`src/rtl/cpu_sequencer_if.sv`:
```
// Bus between the ROM/control side and the instruction-fetch sequencer.
// The sequencer connects through the slave modport. The ROM, the control
// decoder and the halt logic connect through the master modport.
interface cpu_sequencer_if #(
    parameter int DATA_W = 4,
    parameter int CYC_W  = 3
);
    logic [DATA_W-1:0]   data;
    logic                ready;
    logic                halt_req;
    logic                sync;
    logic [CYC_W-1:0]    cycle;
    logic [2*DATA_W-1:0] inst;
    logic [2*DATA_W-1:0] operand;
    logic                word_index;
    logic                inst_done;
    logic                halted;

    modport slave (
        input  data,
        input  ready,
        input  halt_req,
        output sync,
        output cycle,
        output inst,
        output operand,
        output word_index,
        output inst_done,
        output halted
    );

    modport master (
        output data,
        output ready,
        output halt_req,
        input  sync,
        input  cycle,
        input  inst,
        input  operand,
        input  word_index,
        input  inst_done,
        input  halted
    );
endinterface

```
`src/rtl/cpu_sequencer.sv`:
```
// Instruction-fetch and subcycle sequencer for the 4-bit CPU core.
// It steps a subcycle counter and latches both halves of each ROM word.
// A slow ROM can stall the two fetch subcycles. One- and two-word
// instructions are detected from opcode masks. The unit can also park in a
// halted state at an instruction boundary.
module cpu_sequencer #(
    parameter int          DATA_W         = 4,
    parameter int          NUM_SUBCYCLES  = 8,
    parameter int          FETCH_HI       = 3,
    parameter int          FETCH_LO       = 4,
    parameter int          DECIDE_CYC     = 5,
    parameter logic [15:0] MULTI_OP_MASK  = 16'h003C,
    parameter logic [15:0] EVEN_ONLY_MASK = 16'h000C
) (
    input logic            clock,
    input logic            reset,
    cpu_sequencer_if.slave bus
);
    localparam int CYC_W = $clog2(NUM_SUBCYCLES);
    localparam logic [CYC_W-1:0] CYC_HI     = CYC_W'(FETCH_HI);
    localparam logic [CYC_W-1:0] CYC_LO     = CYC_W'(FETCH_LO);
    localparam logic [CYC_W-1:0] CYC_DECIDE = CYC_W'(DECIDE_CYC);
    localparam logic [CYC_W-1:0] CYC_LAST   = CYC_W'(NUM_SUBCYCLES - 1);

    typedef enum logic {
        ST_RUN,
        ST_HALTED
    } state_t;

    state_t              r_state;
    state_t              w_stateNext;
    logic [CYC_W-1:0]    r_cycle;
    logic [CYC_W-1:0]    w_cycleNext;
    logic [2*DATA_W-1:0] r_inst;
    logic [2*DATA_W-1:0] w_instNext;
    logic [2*DATA_W-1:0] r_operand;
    logic [2*DATA_W-1:0] w_operandNext;
    logic                r_wordIndex;
    logic                w_wordIndexNext;
    logic                w_fetchSlot;
    logic                w_stall;
    logic [3:0]          w_opcode;
    logic                w_isMulti;
    logic                w_instDone;

    assign w_opcode    = r_inst[2*DATA_W-1 -: 4];
    assign w_isMulti   = MULTI_OP_MASK[w_opcode] && !(EVEN_ONLY_MASK[w_opcode] && r_inst[0]);
    assign w_fetchSlot = (r_cycle == CYC_HI) || (r_cycle == CYC_LO);
    assign w_stall     = w_fetchSlot && !bus.ready;

    assign bus.sync       = ~(r_cycle == CYC_LAST);
    assign bus.cycle      = r_cycle;
    assign bus.inst       = r_inst;
    assign bus.operand    = r_operand;
    assign bus.word_index = r_wordIndex;
    assign bus.inst_done  = w_instDone;
    assign bus.halted     = (r_state == ST_HALTED);

    // State and datapath registers. Reset aborts any word or stall in progress.
    always_ff @(posedge clock) begin
        if (reset) begin
            r_state     <= ST_RUN;
            r_cycle     <= '0;
            r_inst      <= '0;
            r_operand   <= '0;
            r_wordIndex <= 1'b0;
        end else begin
            r_state     <= w_stateNext;
            r_cycle     <= w_cycleNext;
            r_inst      <= w_instNext;
            r_operand   <= w_operandNext;
            r_wordIndex <= w_wordIndexNext;
        end
    end

    // Next-state logic. A stalled fetch freezes everything. Otherwise this
    // advances the subcycle, latches fetch data, makes the two-word decision
    // and handles halt entry/exit at instruction boundaries.
    always_comb begin
        w_stateNext     = r_state;
        w_cycleNext     = r_cycle;
        w_instNext      = r_inst;
        w_operandNext   = r_operand;
        w_wordIndexNext = r_wordIndex;
        w_instDone      = 1'b0;
        case (r_state)
            ST_RUN: begin
                if (!w_stall) begin
                    w_instDone = (r_cycle == CYC_LAST) && !r_wordIndex;
                    if (r_cycle == CYC_LAST) begin
                        w_cycleNext = '0;
                    end else begin
                        w_cycleNext = r_cycle + CYC_W'(1);
                    end
                    if (r_cycle == CYC_HI) begin
                        if (r_wordIndex) begin
                            w_operandNext[2*DATA_W-1:DATA_W] = bus.data;
                        end else begin
                            w_instNext[2*DATA_W-1:DATA_W] = bus.data;
                        end
                    end
                    if (r_cycle == CYC_LO) begin
                        if (r_wordIndex) begin
                            w_operandNext[DATA_W-1:0] = bus.data;
                        end else begin
                            w_instNext[DATA_W-1:0] = bus.data;
                        end
                    end
                    if (r_cycle == CYC_DECIDE) begin
                        if (r_wordIndex) begin
                            w_wordIndexNext = 1'b0;
                        end else if (w_isMulti) begin
                            w_wordIndexNext = 1'b1;
                        end
                    end
                    if (w_instDone && bus.halt_req) begin
                        w_stateNext = ST_HALTED;
                        w_cycleNext = '0;
                    end
                end
            end
            ST_HALTED: begin
                if (!bus.halt_req) begin
                    w_stateNext = ST_RUN;
                end
            end
            default: begin
                w_stateNext = ST_RUN;
            end
        endcase
    end
endmodule

```
`src/flat_wrapper.sv`:
```
// flat-port wrapper written by rule: the top's interface ports become plain ports
module cpu_sequencer_flat 
#(
    parameter int          DATA_W         = 4,
    parameter int          NUM_SUBCYCLES  = 8,
    parameter int          FETCH_HI       = 3,
    parameter int          FETCH_LO       = 4,
    parameter int          DECIDE_CYC     = 5,
    parameter logic [15:0] MULTI_OP_MASK  = 16'h003C,
    parameter logic [15:0] EVEN_ONLY_MASK = 16'h000C
)
  (clock, reset, bus_data, bus_ready, bus_halt_req, bus_sync, bus_cycle, bus_inst, bus_operand, bus_word_index, bus_inst_done, bus_halted);
  cpu_sequencer_if #(.DATA_W(DATA_W), .CYC_W(($clog2((8))))) bus_i ();
  input logic clock;
  input logic reset;
  input wire logic [$bits(bus_i.data)-1:0] bus_data;
  input wire logic [$bits(bus_i.ready)-1:0] bus_ready;
  input wire logic [$bits(bus_i.halt_req)-1:0] bus_halt_req;
  output wire logic [$bits(bus_i.sync)-1:0] bus_sync;
  output wire logic [$bits(bus_i.cycle)-1:0] bus_cycle;
  output wire logic [$bits(bus_i.inst)-1:0] bus_inst;
  output wire logic [$bits(bus_i.operand)-1:0] bus_operand;
  output wire logic [$bits(bus_i.word_index)-1:0] bus_word_index;
  output wire logic [$bits(bus_i.inst_done)-1:0] bus_inst_done;
  output wire logic [$bits(bus_i.halted)-1:0] bus_halted;
  assign bus_i.data = bus_data;
  assign bus_i.ready = bus_ready;
  assign bus_i.halt_req = bus_halt_req;
  assign bus_sync = bus_i.sync;
  assign bus_cycle = bus_i.cycle;
  assign bus_inst = bus_i.inst;
  assign bus_operand = bus_i.operand;
  assign bus_word_index = bus_i.word_index;
  assign bus_inst_done = bus_i.inst_done;
  assign bus_halted = bus_i.halted;
  cpu_sequencer #(.DATA_W(DATA_W), .NUM_SUBCYCLES(NUM_SUBCYCLES), .FETCH_HI(FETCH_HI), .FETCH_LO(FETCH_LO), .DECIDE_CYC(DECIDE_CYC), .MULTI_OP_MASK(MULTI_OP_MASK), .EVEN_ONLY_MASK(EVEN_ONLY_MASK)) u_core (.clock(clock), .reset(reset), .bus(bus_i));
endmodule
```
`config.mk`:
```
export PLATFORM = sky130hd
export DESIGN_NAME = cpu_sequencer_flat
export DESIGN_NICKNAME = d
export VERILOG_FILES = /design/src/rtl/cpu_sequencer_if.sv /design/src/rtl/cpu_sequencer.sv /design/src/flat_wrapper.sv
export SDC_FILE = /design/constraint.sdc
export NUM_CORES = 1
export LEC_CHECK = 0
export CAP_MARGIN = 40
export CORE_AREA = 2 2 50 52
export CTS_CLUSTER_SIZE = 30
export DETAILED_ROUTE_END_ITERATION = 10
export DIE_AREA = 0 0 52 54
export PLACE_DENSITY = 0.8
export SYNTH_ARGS = -nofsm -noshare
export SYNTH_HDL_FRONTEND = slang
export SYNTH_SLANG_ARGS = --single-unit
```
`constraint.sdc`:
```
create_clock -name clock -period 2.8 [get_ports clock]
set_clock_uncertainty 0.2 [all_clocks]
set_input_delay 0.56 -clock clock [delete_from_list [all_inputs] [get_ports clock]]
set_output_delay 0.56 -clock clock [all_outputs]
set_load 0.02 [all_outputs]
```
=== Word-level counts from Yosys, hierarchy flattened ===
Memory sizes are Yosys's and may differ from the RTL's. A register that Yosys moved wholly into a read port is not among the register bits.
Cells that the tools add are included.

* $add $sub $neg: 1
* Order comparisons: 1
* Equality and inequality tests: 4
* Muxes and demuxes: 16
* Bitwise operators: 4
* Reductions and logical operators: 15

{| class="wikitable"
|+ Operator list
! kind !! number
|-
| two-way mux 4 bit || 4
|-
| AND reduction 4 bit || 4
|-
| equality test 3 bit (second input constant) || 3
|-
| two-way mux 1 bit || 9
|-
| two-way mux 3 bit || 2
|-
| logical AND 1 bit || 5
|-
| < comparator 4 x 5 -> 1 bit (second input constant) || 1
|-
| inverter 1 bit || 4
|-
| adder 3 x 1 -> 3 bit (second input constant) || 1
|-
| equality test 3 x 2 -> 1 bit (second input constant) || 1
|-
| zero test 1 bit || 3
|-
| AND reduction 3 bit || 1
|-
| one-hot mux 1 bit (2 select lines) || 1
|-
| AND reduction 2 bit || 1
|-
| logical OR 1 bit || 1
|}

* Bits in registers: 21
* Bits in read-only memories: 32
* Input bits: 8
* Output and inout port bits: 23
* Word-level logic and storage cells: 50
* Memories: 2

{| class="wikitable"
|+ Memories
! memory !! depth !! width !! rd ports !! clocked after memory_dff !! wr ports !! RTL line !! source
|-
| (no name shown) || 16 || 1 || 1 || 1 || 0 || cpu_sequencer.sv:47 || <nowiki>assign w_isMulti = MULTI_OP_MASK[w_opcode] && !(EVEN_ONLY_MASK[w_opcode] && r_inst[0]);</nowiki>
|-
| (no name shown) || 16 || 1 || 1 || 1 || 0 || cpu_sequencer.sv:47 ||
|}

=== Longest topological paths before layout ===
* Depth in word-level cells: 7
* Mapped depth: 6
* Mapped depth without buffers: 5

=== Worst setup path before layout ===
OpenSTA, ideal clock, no wires.

* Kind: register to output
* Start: register u_core.r_cycle[0], in the netlist u_core.bus.cycle[0]
* End: output port bus_inst_done
* Arrival time: 1.788 ns
* Required time: 2.040 ns
* Path slack: 0.252 ns
* Cell stages (with the launch flop): 6
* Buffers on the path: 0
* Path through: dfxtp_1 inv_1 ha_1 mux2_2 a21o_1 nor3_1

* Longest elaborated chain between the ends: 5
* Elaborated cells between the ends (all ways): 8
* Classes of those cells: eq/ne: 3; mux: 2; reduce/logical: 3

{| class="wikitable"
|+ Ends and longest elaborated chain
! element !! RTL line !! source
|-
| start, declared || cpu_sequencer.sv:32 || <nowiki>logic [CYC_W-1:0] r_cycle;</nowiki>
|-
| start signal, assigned || cpu_sequencer.sv:69 || <nowiki>r_cycle <= w_cycleNext;</nowiki>
|-
| equality test 3 x 2 -> 1 bit / equality test 3 bit (equally long branches) || cpu_sequencer.sv:48 || <nowiki>assign w_fetchSlot = (r_cycle == CYC_HI) || (r_cycle == CYC_LO);</nowiki>
|-
| logical OR 1 bit || cpu_sequencer.sv:48 ||
|-
| logical AND 1 bit || cpu_sequencer.sv:49 || <nowiki>assign w_stall = w_fetchSlot && !bus.ready;</nowiki>
|-
| two-way mux 1 bit * || cpu_sequencer.sv:88 || <nowiki>if (!w_stall) begin</nowiki>
|-
| two-way mux 1 bit * || cpu_sequencer.sv:86 || <nowiki>case (r_state)</nowiki>
|-
| end, declared || flat_wrapper.sv:24 || <nowiki>output wire logic [$bits(bus_i.inst_done)-1:0] bus_inst_done;</nowiki>
|}

Mark *: on every way between the ends. The rest lies on a longest branch, timed or not.

=== Worst setup path after layout ===
Ends and elaborated chain as after synthesis.

==> results by group <==
Outcome
  – Status: completed

Floorplan
  – IO Pins: 31
  – Row cnt: 18
  – Die area: 0.00281 mm²
  – Die H: 54 µm
  – Die width: 52 µm
  – Initial Utilization: 0.467
  – Core ar.: 0.00232 mm²

Power and ir drop
  – Net Sw Frac: 0.277
  – Seq pwr share: 0.550
  – Internal power: 0.459 mW
  – Switch Pwr: 0.176 mW
  – VDD IR max: 0.000361 V
  – Cell Pwr Density: 430 mW/mm²
  – Share of power burned in the clock network: 0.230
  – Combinational fraction of design power: 0.219
  – P_leak: 0.548 nW

Synth
  – Yosys top cell area share: 0.425
  – Mean Syn Cell Area: 8.94 µm²
  – Synth unique cells: 31
  – Yosys warning count: 0
  – Synthesized netlist cell count: 121
  – Synth area leaders: dfxtp_1 43%, mux2i_1 9.2%, ha_1 5.8%
  – Most used flip-flop cell after synthesis: dfxtp_1
  – Asr flop ratio synth: 0
  – EDFF count, synth: 0
  – Cell area after synthesis: 0.00108 mm²
  – Area leader, netlist: dfxtp_1
  – Seq/Total Area, Yosys: 0.425
  – Yosys reg bits: 23
  – Post-synth net total: 134

Worst setup path
  – CP cell instances: inv_1 -> ha_1 -> mux2_2 -> a21o_1 -> nor3_1 -> buf_2
  – CP delay by family, top: flip-flops
  – CP Capture Type: output port
  – CP startpoint kind: flip-flop
  – Crit path max-delay cell type: dfxtp_1
  – Crit path max fanout: 4
  – Reg2reg setup slack: 0.82 ns
  – Crit path buf inv count: 2
  – Worst r2r dst: u_core.bus.cycle[0]
  – Worst EP arrival: 1.88 ns
  – Worst R2R Start: u_core.bus.cycle[0]
  – Req. time, crit path: 2.04 ns
  – Worst setup path class: flip-flop to output port
  – Worst stage delay on the critical path: 0.37 ns
  – Worst r2r path cells: 6

Finish
  – N_diodes: 0
  – Share of cells above drive strength 1: 0.115
  – Most frequent cells in the layout: 29 x clkdlybuf4s50_1, 22 x dfxtp_1, 12 x nand2_1
  – Layout Nets: 171
  – Post-route insts no fill: 187
  – FILL cells: 197
  – Layout area overhead: 36.2%
  – Util after Layout: 0.635
  – Fin area: 0.00147 mm²
  – Most common cell after layout, fill and taps aside: clkdlybuf4s50_1

Hold path
  – Worst Hold Class: flip-flop to flip-flop
  – Hold Startpoint: u_core.bus.operand[6]
  – Hold Crit Depth: 2
  – Hold EP: u_core.bus.operand[6]

Clocking
  – H-tree levels: 1
  – Clock Latency Late Sink: 0.30 ns
  – CTS buffer count: 3
  – Root Driver: clkbuf_4
  – CTS tree: yes
  – Clock transition at path regs: 0.12 ns
  – Deepest clock path buffer count: 2
  – Clk sinks: 23

Place
  – Hpwl dp: 1980 µm
  – DP Area: 0.00145 mm²
  – # port buffers: 30
  – Pre-CTS setup slack: -0.0336 ns
  – GP Congestion: 0.803
  – Placed cell count: 183

Timing
  – Hold WS: 0.272 ns
  – Post-layout min period: 2.64 ns
  – RSZ-0062 raised after global routing: false
  – Worst-margin pin slew: 0.428 ns
  – Hold Violations, Final: 0
  – Fmax: 0.378 GHz
  – Slew Limit Fails: 0
  – Final period util: 0.944
  – Final setup fails: 0
  – Post-route setup slack: 0.156 ns
  – Slew headroom: 0.714

Drt
  – DR vias/cell: 5.29
  – Iteration-0 DRC Markers: 12
  – Drt drc: 0
  – Via count: 989
  – First drt pass iteration count: 4
  – WL final: 2500 µm
  – Antenna-violating nets left: 0
  – Routed wire length per instance: 13.4 µm

Job
  – Total of max-cap violations: 0

GRT
  – First-pass GRT wire length: 3910 µm
  – Total grt overflow: 0
  – Vias in the first global route: 921
  – Initial antenna violation count: 0
  – Tot GR Track Use: 0.189
  – Pin count of the biggest net entering global routing: 16
==> Yosys cell counts (2+ instances only) <==
cell	number
nand3_1	9
inv_1	6
mux2i_1	10
nand3b_1	4
ha_1	5
nor2_1	6
o21ai_0	9
a21oi_1	11
nor3_1	2
clkbuf_1	5
nand2_1	12
dfxtp_1	23
==> power by group through the flow <==
stage / sequential (mW) / combinational (mW) / clock [mW]
after floorplan: 0.370 / 0.0600 / 0
after global placement: 0.354 / 0.133 / 0
after detailed placement: 0.356 / 0.138 / 0
after CTS: 0.348 / 0.139 / 0.154
after global routing: 0.351 / 0.150 / 0.167
final: 0.349 / 0.139 / 0.146
==> logic make-up (layout without fill, tap and decap cells) <==
group	count (synthesis)	after routing	share of synthesized area
compound gates	25	25	0.133
flops	23	23	0.425
simple gates	41	41	0.202
mux	12	12	0.113
xor+xnor	2	2	0.0162
fa+ha+maj	5	5	0.0578
buf+inv	13	49	0.0520
==> how the worst max path moves through the flow <==
stage,depth (start not counted),end,from
global route,6,bus_inst_done,u_core.bus.cycle[0]
global placement,5,bus_inst_done,bus_ready
finish,6,bus_inst_done,u_core.bus.cycle[0]
CTS,6,bus_inst_done,u_core.bus.cycle[1]
floorplan,5,bus_inst_done,u_core.bus.cycle[0]
detailed placement,5,bus_inst_done,bus_ready
==> state kept, by name (all words and copies together) (netlist names), named ones only <==
register / flops
u_core.bus.inst: 8
u_core.bus.operand: 8
u_core.bus.cycle: 3
u_core.bus.halted: 1
u_core.bus.word_index: 1
==> metrics by stage <==
| step | TNS, ns | power, mW |
|---|---|---|
| after floorplan | 0 | 0.430 |
| after global placement | 0 | 0.487 |
| after detailed placement | -0.0336 | 0.494 |
| after CTS | 0 | 0.642 |
| after global routing | 0 | 0.668 |
| final | 0 | 0.634 |
==> repair_timing <==
item,4_1_cts,5_1_grt
gates resized for setup,4,2
hold buffers,0,0
setup endpoints to repair,1,1
buffers inserted,0,0
==> worst register-to-register path, cell delays in order, from the launching register on <==
cell and delay (ns):
dfxtp_1 0.37, inv_1 0.07, ha_1 0.25, mux2_2 0.32
a21o_1 0.21, buf_4 0.15, mux2_1 0.30
==> final cells by class <==
| class | instances | area, µm² | area share |
|---|---|---|---|
| repair buffers | 38 | 355 | 0.241 |
| well taps | 30 | 37.5 | 0.0255 |
| clock inverters | 1 | 5.00 | 0.00340 |
| multi-input cells | 85 | 566 | 0.384 |
| clock buffers | 3 | 22.5 | 0.0153 |
| inverters | 7 | 26.3 | 0.0178 |
| flip-flops and latches | 23 | 462 | 0.313 |
==> layer usage <==
layer / vias to the layer above / part of all wire / GRT usage / wire length [µm]
met1: 466 / 0.42 / 0.221 / 1050
li1: 493 / - / - / -
met3: 4 / 0.030 / 0.0194 / 74
met5: - / 0 / 0 / 0
met2: 26 / 0.54 / 0.342 / 1350
met4: 0 / 0.0088 / 0.0965 / 22
Note: power is estimated with default switching activity, not from simulation.
